**src/rtl/adaptive_filter_out_framer_if.sv**
```systemverilog
// AXI-Stream style bus carrying framed output samples of the adaptive filter.
//   tdata  : signed output sample, OUT_WIDTH bits
//   tvalid : sample valid
//   tready : sink ready
//   tlast  : last sample of a frame
//   tuser  : [0] filter mode of the sample, [1] pad sample
// master modport drives the bus, slave modport consumes it.
interface adaptive_filter_out_framer_if #(
    parameter int unsigned OUT_WIDTH = 12
) ();
    logic [OUT_WIDTH-1:0] tdata;
    logic                 tvalid;
    logic                 tready;
    logic                 tlast;
    logic [1:0]           tuser;

    modport master (output tdata, output tvalid, output tlast, output tuser, input tready);
    modport slave  (input tdata, input tvalid, input tlast, input tuser, output tready);
endinterface

```
**src/rtl/adaptive_filter_out_framer.sv**
```systemverilog
// Output framer of the adaptive filter. Discards samples while the filter settles after
// reset or a mode change, rounds/saturates each 14-bit sample to OUT_WIDTH, buffers it in a
// FIFO and emits fixed FRAME_LEN frames on an AXI-Stream master. A mode change mid-frame
// completes the frame with zero pad samples.
// Ports:
//   clk, srst   : clock, synchronous active-high reset
//   ctrl        : filter mode (1 = integrator, 0 = differentiator), aligned with s_tdata
//   s_tdata     : signed filter output, valid every cycle
//   m           : AXI-Stream master (tdata, tvalid, tready, tlast, tuser)
//   ovf         : sticky, a sample was dropped because the FIFO was full
//   frame_cnt   : frames delivered, saturating (ADAPTIVE_FILTER_FRAMER_STATS_EN only)
//   drop_cnt    : samples dropped, saturating (ADAPTIVE_FILTER_FRAMER_STATS_EN only)
// Optional statistics are built when the macro ADAPTIVE_FILTER_FRAMER_STATS_EN is defined.
module adaptive_filter_out_framer #(
    parameter int unsigned OUT_WIDTH     = 12,
    parameter int unsigned FRAME_LEN     = 32,
    parameter int unsigned FIFO_DEPTH    = 16,
    parameter int unsigned SETTLE_CYCLES = 8
) (
    input  logic                                clk,
    input  logic                                srst,
    input  logic                                ctrl,
    input  logic [13:0]                         s_tdata,
    adaptive_filter_out_framer_if.master        m,
    output logic                                ovf
`ifdef ADAPTIVE_FILTER_FRAMER_STATS_EN
    ,
    output logic [15:0]                         frame_cnt,
    output logic [15:0]                         drop_cnt
`endif
);

    localparam int unsigned Shift = 14 - OUT_WIDTH;
    localparam int unsigned FcntW = $clog2(FRAME_LEN);
    localparam int unsigned PadW  = $clog2(FRAME_LEN + 1);
    localparam int unsigned SetW  = $clog2(SETTLE_CYCLES + 1);
    localparam int unsigned AddrW = $clog2(FIFO_DEPTH);
    localparam int unsigned CntW  = AddrW + 1;
    localparam int unsigned EntW  = OUT_WIDTH + 3;

    localparam logic [FcntW-1:0] FcntLast   = FcntW'(FRAME_LEN - 1);
    localparam logic [SetW-1:0]  SettleLoad = SetW'(SETTLE_CYCLES);
    localparam logic [CntW-1:0]  FullCount  = CntW'(FIFO_DEPTH);

    typedef enum logic [1:0] {StSettle, StRun, StPad} state_e;

    state_e               state_q;
    logic                 ctrl_q;
    logic [SetW-1:0]      settle_q;
    logic [FcntW-1:0]     fcnt_q;
    logic [PadW-1:0]      pad_rem_q;
    logic                 pad_mode_q;
    logic                 ovf_q;

    // One-entry stage between the sample decision and the FIFO write.
    logic                 stg_valid_q;
    logic                 stg_pad_q;
    logic                 stg_mode_q;
    logic [OUT_WIDTH-1:0] stg_data_q;

    // Entry layout: {pad, mode, last, data}.
    logic [EntW-1:0]      mem_q [FIFO_DEPTH];
    logic [AddrW-1:0]     wr_ptr_q;
    logic [AddrW-1:0]     rd_ptr_q;
    logic [CntW-1:0]      count_q;

    logic                 chg;
    logic                 out_valid;
    logic                 rd;
    logic                 room;
    logic                 wr;
    logic                 drop;
    logic                 stg_free;
    logic                 last_slot;
    logic [FcntW-1:0]     fcnt_nxt;
    logic [EntW-1:0]      head;
    logic [OUT_WIDTH-1:0] rnd_val;

    // Round half up, then saturate to the signed OUT_WIDTH range.
    if (Shift == 0) begin : g_pass
        assign rnd_val = s_tdata;
    end else begin : g_round
        localparam logic signed [14:0] Half = 15'sd1 <<< (Shift - 1);
        localparam logic signed [14:0] MaxV = (15'sd1 <<< (OUT_WIDTH - 1)) - 15'sd1;
        localparam logic signed [14:0] MinV = -(15'sd1 <<< (OUT_WIDTH - 1));
        logic signed [14:0] sum;
        logic signed [14:0] shr;
        assign sum = $signed({s_tdata[13], s_tdata}) + Half;
        assign shr = sum >>> Shift;
        always_comb begin
            rnd_val = shr[OUT_WIDTH-1:0];
            if (shr > MaxV) begin
                rnd_val = MaxV[OUT_WIDTH-1:0];
            end else if (shr < MinV) begin
                rnd_val = MinV[OUT_WIDTH-1:0];
            end
        end
    end

    assign chg       = ctrl ^ ctrl_q;
    assign out_valid = (count_q != '0);
    assign rd        = out_valid & m.tready;
    assign room      = (count_q != FullCount) | rd;
    assign wr        = stg_valid_q & room;
    // Only run samples are dropped; pad entries wait for room.
    assign drop      = stg_valid_q & ~stg_pad_q & ~room;
    assign stg_free  = ~(stg_valid_q & stg_pad_q & ~room);
    assign last_slot = (fcnt_q == FcntLast);

    // Frame position as it stands after this cycle's write.
    always_comb begin
        fcnt_nxt = fcnt_q;
        if (wr) begin
            fcnt_nxt = last_slot ? '0 : fcnt_q + FcntW'(1);
        end
    end

    assign head     = mem_q[rd_ptr_q];
    assign m.tvalid = out_valid;
    assign m.tdata  = out_valid ? head[OUT_WIDTH-1:0] : '0;
    assign m.tlast  = out_valid & head[OUT_WIDTH];
    assign m.tuser  = out_valid ? head[EntW-1:EntW-2] : 2'b00;
    assign ovf      = ovf_q;

    always_ff @(posedge clk) begin
        if (wr) begin
            mem_q[wr_ptr_q] <= {stg_pad_q, stg_mode_q, last_slot, stg_data_q};
        end
    end

    always_ff @(posedge clk) begin
        if (srst) begin
            state_q     <= StSettle;
            ctrl_q      <= ctrl;
            settle_q    <= SettleLoad;
            fcnt_q      <= '0;
            pad_rem_q   <= '0;
            pad_mode_q  <= 1'b0;
            ovf_q       <= 1'b0;
            stg_valid_q <= 1'b0;
            stg_pad_q   <= 1'b0;
            stg_mode_q  <= 1'b0;
            stg_data_q  <= '0;
            wr_ptr_q    <= '0;
            rd_ptr_q    <= '0;
            count_q     <= '0;
        end else begin
            ctrl_q <= ctrl;
            fcnt_q <= fcnt_nxt;
            if (wr) begin
                wr_ptr_q <= wr_ptr_q + AddrW'(1);
            end
            if (rd) begin
                rd_ptr_q <= rd_ptr_q + AddrW'(1);
            end
            case ({wr, rd})
                2'b10:   count_q <= count_q + CntW'(1);
                2'b01:   count_q <= count_q - CntW'(1);
                default: ;
            endcase
            if (drop) begin
                ovf_q <= 1'b1;
            end
            if (stg_free) begin
                stg_valid_q <= 1'b0;
            end

            unique case (state_q)
                StSettle: begin
                    if (chg) begin
                        settle_q <= SettleLoad;
                    end else begin
                        settle_q <= settle_q - SetW'(1);
                        if (settle_q == SetW'(1)) begin
                            state_q <= StRun;
                        end
                    end
                end
                StRun: begin
                    if (chg) begin
                        if (fcnt_nxt == '0) begin
                            state_q  <= StSettle;
                            settle_q <= SettleLoad;
                        end else begin
                            state_q    <= StPad;
                            pad_rem_q  <= PadW'(FRAME_LEN) - PadW'(fcnt_nxt);
                            // Pads carry the mode of the frame they complete.
                            pad_mode_q <= ctrl_q;
                        end
                    end else begin
                        stg_valid_q <= 1'b1;
                        stg_pad_q   <= 1'b0;
                        stg_mode_q  <= ctrl;
                        stg_data_q  <= rnd_val;
                    end
                end
                StPad: begin
                    // Leave only once the final pad has reached the FIFO.
                    if (stg_free) begin
                        if (pad_rem_q != '0) begin
                            stg_valid_q <= 1'b1;
                            stg_pad_q   <= 1'b1;
                            stg_mode_q  <= pad_mode_q;
                            stg_data_q  <= '0;
                            pad_rem_q   <= pad_rem_q - PadW'(1);
                        end else begin
                            state_q  <= StSettle;
                            settle_q <= SettleLoad;
                        end
                    end
                end
                default: state_q <= StSettle;
            endcase
        end
    end

`ifdef ADAPTIVE_FILTER_FRAMER_STATS_EN
    always_ff @(posedge clk) begin
        if (srst) begin
            frame_cnt <= '0;
            drop_cnt  <= '0;
        end else begin
            if (rd && head[OUT_WIDTH] && frame_cnt != 16'hffff) begin
                frame_cnt <= frame_cnt + 16'd1;
            end
            if (drop && drop_cnt != 16'hffff) begin
                drop_cnt <= drop_cnt + 16'd1;
            end
        end
    end
`endif

endmodule
```
**src/flat_wrapper.sv**
```systemverilog
// flat-port wrapper written by rule: the top's interface ports become plain ports
module adaptive_filter_out_framer_flat 
#(
    parameter int unsigned OUT_WIDTH     = 12,
    parameter int unsigned FRAME_LEN     = 32,
    parameter int unsigned FIFO_DEPTH    = 16,
    parameter int unsigned SETTLE_CYCLES = 8
)
  (clk, srst, ctrl, s_tdata, ovf, m_tdata, m_tvalid, m_tlast, m_tuser, m_tready);
  adaptive_filter_out_framer_if #(.OUT_WIDTH(OUT_WIDTH)) m_i ();
  input  logic clk;
  input  logic srst;
  input  logic ctrl;
  input  logic [13:0] s_tdata;
  output logic ovf;
  output wire logic [$bits(m_i.tdata)-1:0] m_tdata;
  output wire logic [$bits(m_i.tvalid)-1:0] m_tvalid;
  output wire logic [$bits(m_i.tlast)-1:0] m_tlast;
  output wire logic [$bits(m_i.tuser)-1:0] m_tuser;
  input wire logic [$bits(m_i.tready)-1:0] m_tready;
  assign m_tdata = m_i.tdata;
  assign m_tvalid = m_i.tvalid;
  assign m_tlast = m_i.tlast;
  assign m_tuser = m_i.tuser;
  assign m_i.tready = m_tready;
  adaptive_filter_out_framer #(.OUT_WIDTH(OUT_WIDTH), .FRAME_LEN(FRAME_LEN), .FIFO_DEPTH(FIFO_DEPTH), .SETTLE_CYCLES(SETTLE_CYCLES)) u_core (.clk(clk), .srst(srst), .ctrl(ctrl), .s_tdata(s_tdata), .m(m_i), .ovf(ovf));
endmodule
```
**config.mk**
```make
export PLATFORM = sky130hd
export DESIGN_NAME = adaptive_filter_out_framer_flat
export DESIGN_NICKNAME = d
export VERILOG_FILES = /design/src/rtl/adaptive_filter_out_framer_if.sv /design/src/rtl/adaptive_filter_out_framer.sv /design/src/flat_wrapper.sv
export SDC_FILE = /design/constraint.sdc
export NUM_CORES = 1
export LEC_CHECK = 0
export CORE_MARGIN = 2
export CORE_UTILIZATION = 57
export CTS_BUF_LIST = sky130_fd_sc_hd__clkbuf_2 sky130_fd_sc_hd__clkbuf_4 sky130_fd_sc_hd__clkbuf_8
export CTS_CLUSTER_DIAMETER = 100
export DETAILED_ROUTE_END_ITERATION = 6
export PLACE_DENSITY_LB_ADDON = 0.2
export SLEW_MARGIN = 20
export SYNTH_ARGS = -nofsm -noshare
export SYNTH_HDL_FRONTEND = slang
export SYNTH_SLANG_ARGS = --single-unit
export TNS_END_PERCENT = 5
```
**constraint.sdc**
```tcl
create_clock -name clk -period 3.25 [get_ports clk]
set_clock_uncertainty 0.1 [all_clocks]
set_input_delay 0.65 -clock clk [delete_from_list [all_inputs] [get_ports clk]]
set_output_delay 0.65 -clock clk [all_outputs]
set_load 0.05 [all_outputs]
```
==> run_results.csv <==
group,metric,value,unit
global_route,grt_pass1_wl,40.23,mm
layout,num_antenna_cells,0,
sta,fin_crit_sh,1.034,
routing,wl,25.89,mm
power_and_ir_drop,power-per-cell-area,497.2,mW/mm^2
hold_path,worst_hold_path.num_cells,2,
setup_path,cp-start-kind,"flop",
sta,min_period,3.361,ns
logic_synthesis,synthFlopType,"edfxtp_1",
placed_design,hpwlAfterDp,16.14,mm
layout,drive_gt1_frac,0.3163,
global_route,use_met3,0.03792,
logic_synthesis,yosysTopAreaCell,"edfxtp_1",
global_route,grt.overflow.total,0,
placed_design,gp_congestion,0.8917,
logic_synthesis,async_flop_share,0,
die,die_h,149.3,um
logic_synthesis,yosysSeqAreaShare,0.6855,
setup_path,path_depth,6,
routing,route.detailed.drc,0,
sta,final.setup.worst_slack,-0.1108,ns
global_route,grt_pass1_vias,7081,
global_route,grt_use_met1,0.3318,
setup_path,crit_type,"flop to output port",
outcome,violations,"negative setup slack",
sta,clock.fmax,0.2976,GHz
setup_path,worst_ep_arrival_time,2.61,ns
global_route,top_usage_layer,"met2",
setup_path,end_kind,"output port",
setup_path,crit_buf_inv,3,
sta,rsz0062_at_grt,"yes",
setup_path,crit_chain,"buf_6 > buf_16 > mux4_2 > mux4_2 > nor2b_1 > buf_6",
setup_path,cp_max_fo,6,
flow_run,drv_cap,0,
setup_path,slowest_stage,"mux4_2",
sta,hold_viol_final,0,
placed_design,io_buffer_count,33,
die,row_count,53,
logic_synthesis,yosysTopAreaCellShare,0.5989,
layout,synthToLayoutAreaGrowth,20.13,%
sta,max-slew-margin-rel,0.4068,
setup_path,r2r.worst_path.cells,13,
routing,vias,6868,
power_and_ir_drop,p_leak,4.461,nW
logic_synthesis,ys_ff_latch,292,
logic_synthesis,synthDistinctLibCells,56,
routing,drt_first_iter_violations,608,
die,die_area,0.02229,mm^2
global_route,grt_max_degree,50,
routing,drt_pass1_iterations,5,
logic_synthesis,syn_area_per_cell,16.78,um^2
die,start_util,0.5760,
sta,hold-worst-slack,0.3846,ns
setup_path,slowest_delay,0.53,ns
clock_tree,clock_sinks,292,
logic_synthesis,yosysMostFrequentCell,"edfxtp_1",
placed_design,place_ws,-0.2216,ns
clock_tree,insertion_delay,0.54,ns
global_route,track_usage,0.2426,
logic_synthesis,ys_warn_count,0,
outcome,outcome,"finished, violations left",
routing,postRouteAntennaNets,0,
logic_synthesis,synth_cells,717,
global_route,antenna_found_initial,0,
setup_path,critPathTopFamily,"multiplexers",
clock_tree,htree_num_levels,2,
sta,setup_violations,15,
logic_synthesis,synth_commonest_cells,"edfxtp_1, mux4_2, nor2_1, dfxtp_1, nand2_1",
clock_tree,path_clk_slew,0.06,ns
sta,tightest_slew,0.8898,ns
clock_tree,clock_path_buffers,3,
global_route,met2_usage,0.4157,
die,ioPinCount,35,
clock_tree,hold_buffers,0,
die,coreArea,0.02089,mm^2
logic_synthesis,syn_nets,758,
clock_tree,cts-root-buf,"clkbuf_8",
hold_path,hp-class,"flop to flop",
logic_synthesis,syn-cell-area,0.01203,mm^2
die,die_width,149.3,um
logic_synthesis,yosys-top-cells-area,"edfxtp_1, mux4_2, dfxtp_1",
clock_tree,cts_tree,"yes",
clock_tree,cts-buffers-inserted,45,
setup_path,worstPathRequired,2.50,ns
power_and_ir_drop,ir_worst_vdd,0.2743,mV
sta,slew_viol_final,0,
layout,num-nets-final,885,
routing,wl_per_cell,22.43,um
logic_synthesis,synth-edff-count,240,
routing,viasPerCell,5.951,
## cells by family (layout without fill, tap and decap cells)
logic type / after synthesis / count (layout) / synth area share
buffers and inverters: 51 / 213 / 0.01840
adders and majority gates: 23 / 23 / 0.02454
DFF: 292 / 292 / 0.6855
and+or+nand+nor: 184 / 184 / 0.07591
muxes: 84 / 84 / 0.1480
xor gates and xnor gates: 22 / 22 / 0.01601
AOI/OAI and AO/OA: 61 / 61 / 0.03172
## worst paths after layout
check | from | to | slack [ns]
worst max-delay path | flop | m_tdata[10] | -0.11
worst min-delay path | u_core.ovf | u_core.ovf | 0.38
worst max register to register | u_core.fcnt_q[1] | u_core.pad_rem_q[5] | 0.12
worst min register to register | u_core.ovf | u_core.ovf | 0.38
## flip-flops by register name, indices dropped and copies added, names as in the netlist, named ones only
register	count
u_core.stg_pad_q	1
u_core.count_q	5
u_core.mem_q	240
u_core.ovf	1
u_core.stg_valid_q	1
u_core.fcnt_q	5
u_core.wr_ptr_q	4
u_core.pad_mode_q	1
u_core.settle_q	4
u_core.pad_rem_q	6
u_core.state_q	2
u_core.rd_ptr_q	4
u_core.ctrl_q	1
u_core.stg_mode_q	1
u_core.stg_data_q	12
## metal layers
layer,vias up,wire length [um]
li1,3053,-
met1,3539,10680
met2,239,13360
met3,37,1442
met4,0,408
met5,-,0
## layout make-up
cell class,count,area (um^2)
multi-input cells,374,3689
flip-flops and latches,292,8255
repair buffers,112,1176
well taps,275,344.1
inverters,19,71.32
clock inverters,10,47.55
clock buffers,72,872.1
fillers,1350,6434
## worst reg2reg max path, stage by stage (launching register included)
cell	delay [ns]
dfxtp_1	0.34
ha_2	0.21
and3_4	0.19
ha_4	0.15
or3b_2	0.45
a211oi_2	0.18
a221oi_2	0.06
and3_1	0.18
ha_2	0.18
o21ai_2	0.12
nand2_1	0.07
or2_1	0.23
or4_1	0.48
a31oi_1	0.13
## placed cells by master (no fill, tap or decap), types with 8 or more instances in the layout
cell type	netlist	routed
mux4_2	75	75
dfxtp_1	52	50
nor3_1	13	9
a31oi_1	13	13
nor2b_1	21	11
nor2b_4	0	10
a21oi_1	20	20
buf_4	0	62
clkdlybuf4s50_1	0	16
edfxtp_1	240	240
o21ai_0	10	10
clkbuf_8	0	53
xor2_1	11	11
inv_1	18	18
nor2_1	56	55
ha_1	22	19
mux2i_1	8	8
nand2_1	50	50
clkbuf_4	0	19
buf_6	2	18
buf_12	0	9
xnor2_1	11	11
## where the power goes
group          internal [mW]  switching [mW]
combinational         0.0572          0.0590
sequential              4.01          0.0173
clock                   1.70            1.35
total                   5.77            1.42
## timing repair
| item | 4_1_cts | 5_1_grt |
|---|---|---|
| gates resized for setup | 44 | 4 |
| gates cloned | 5 | 1 |
| buffers inserted | 7 | 0 |
| pin swaps | 0 | 2 |
| setup endpoints to repair | 15 | 21 |
## metrics by stage
| step | utilization | TNS, ns | std cells | power [mW] | area (um^2) |
|---|---|---|---|---|---|
| 3_5_place_dp | 0.6282 | -1.163 | 1059 | 4.218 | 13120 |
| 5_1_grt | 0.6920 | -2.084 | 1154 | 7.392 | 14460 |
| 2_1_floorplan | - | 0 | 717 | 4.166 | 12060 |
| 6_report | 0.6920 | -1.093 | 1154 | 7.188 | 14460 |
| 4_1_cts | 0.6901 | -1.225 | 1153 | 7.227 | 14420 |
| 3_3_place_gp | 0.6282 | -0.5956 | 1059 | 4.210 | 13120 |
Power figures use the tool's default switching activity.
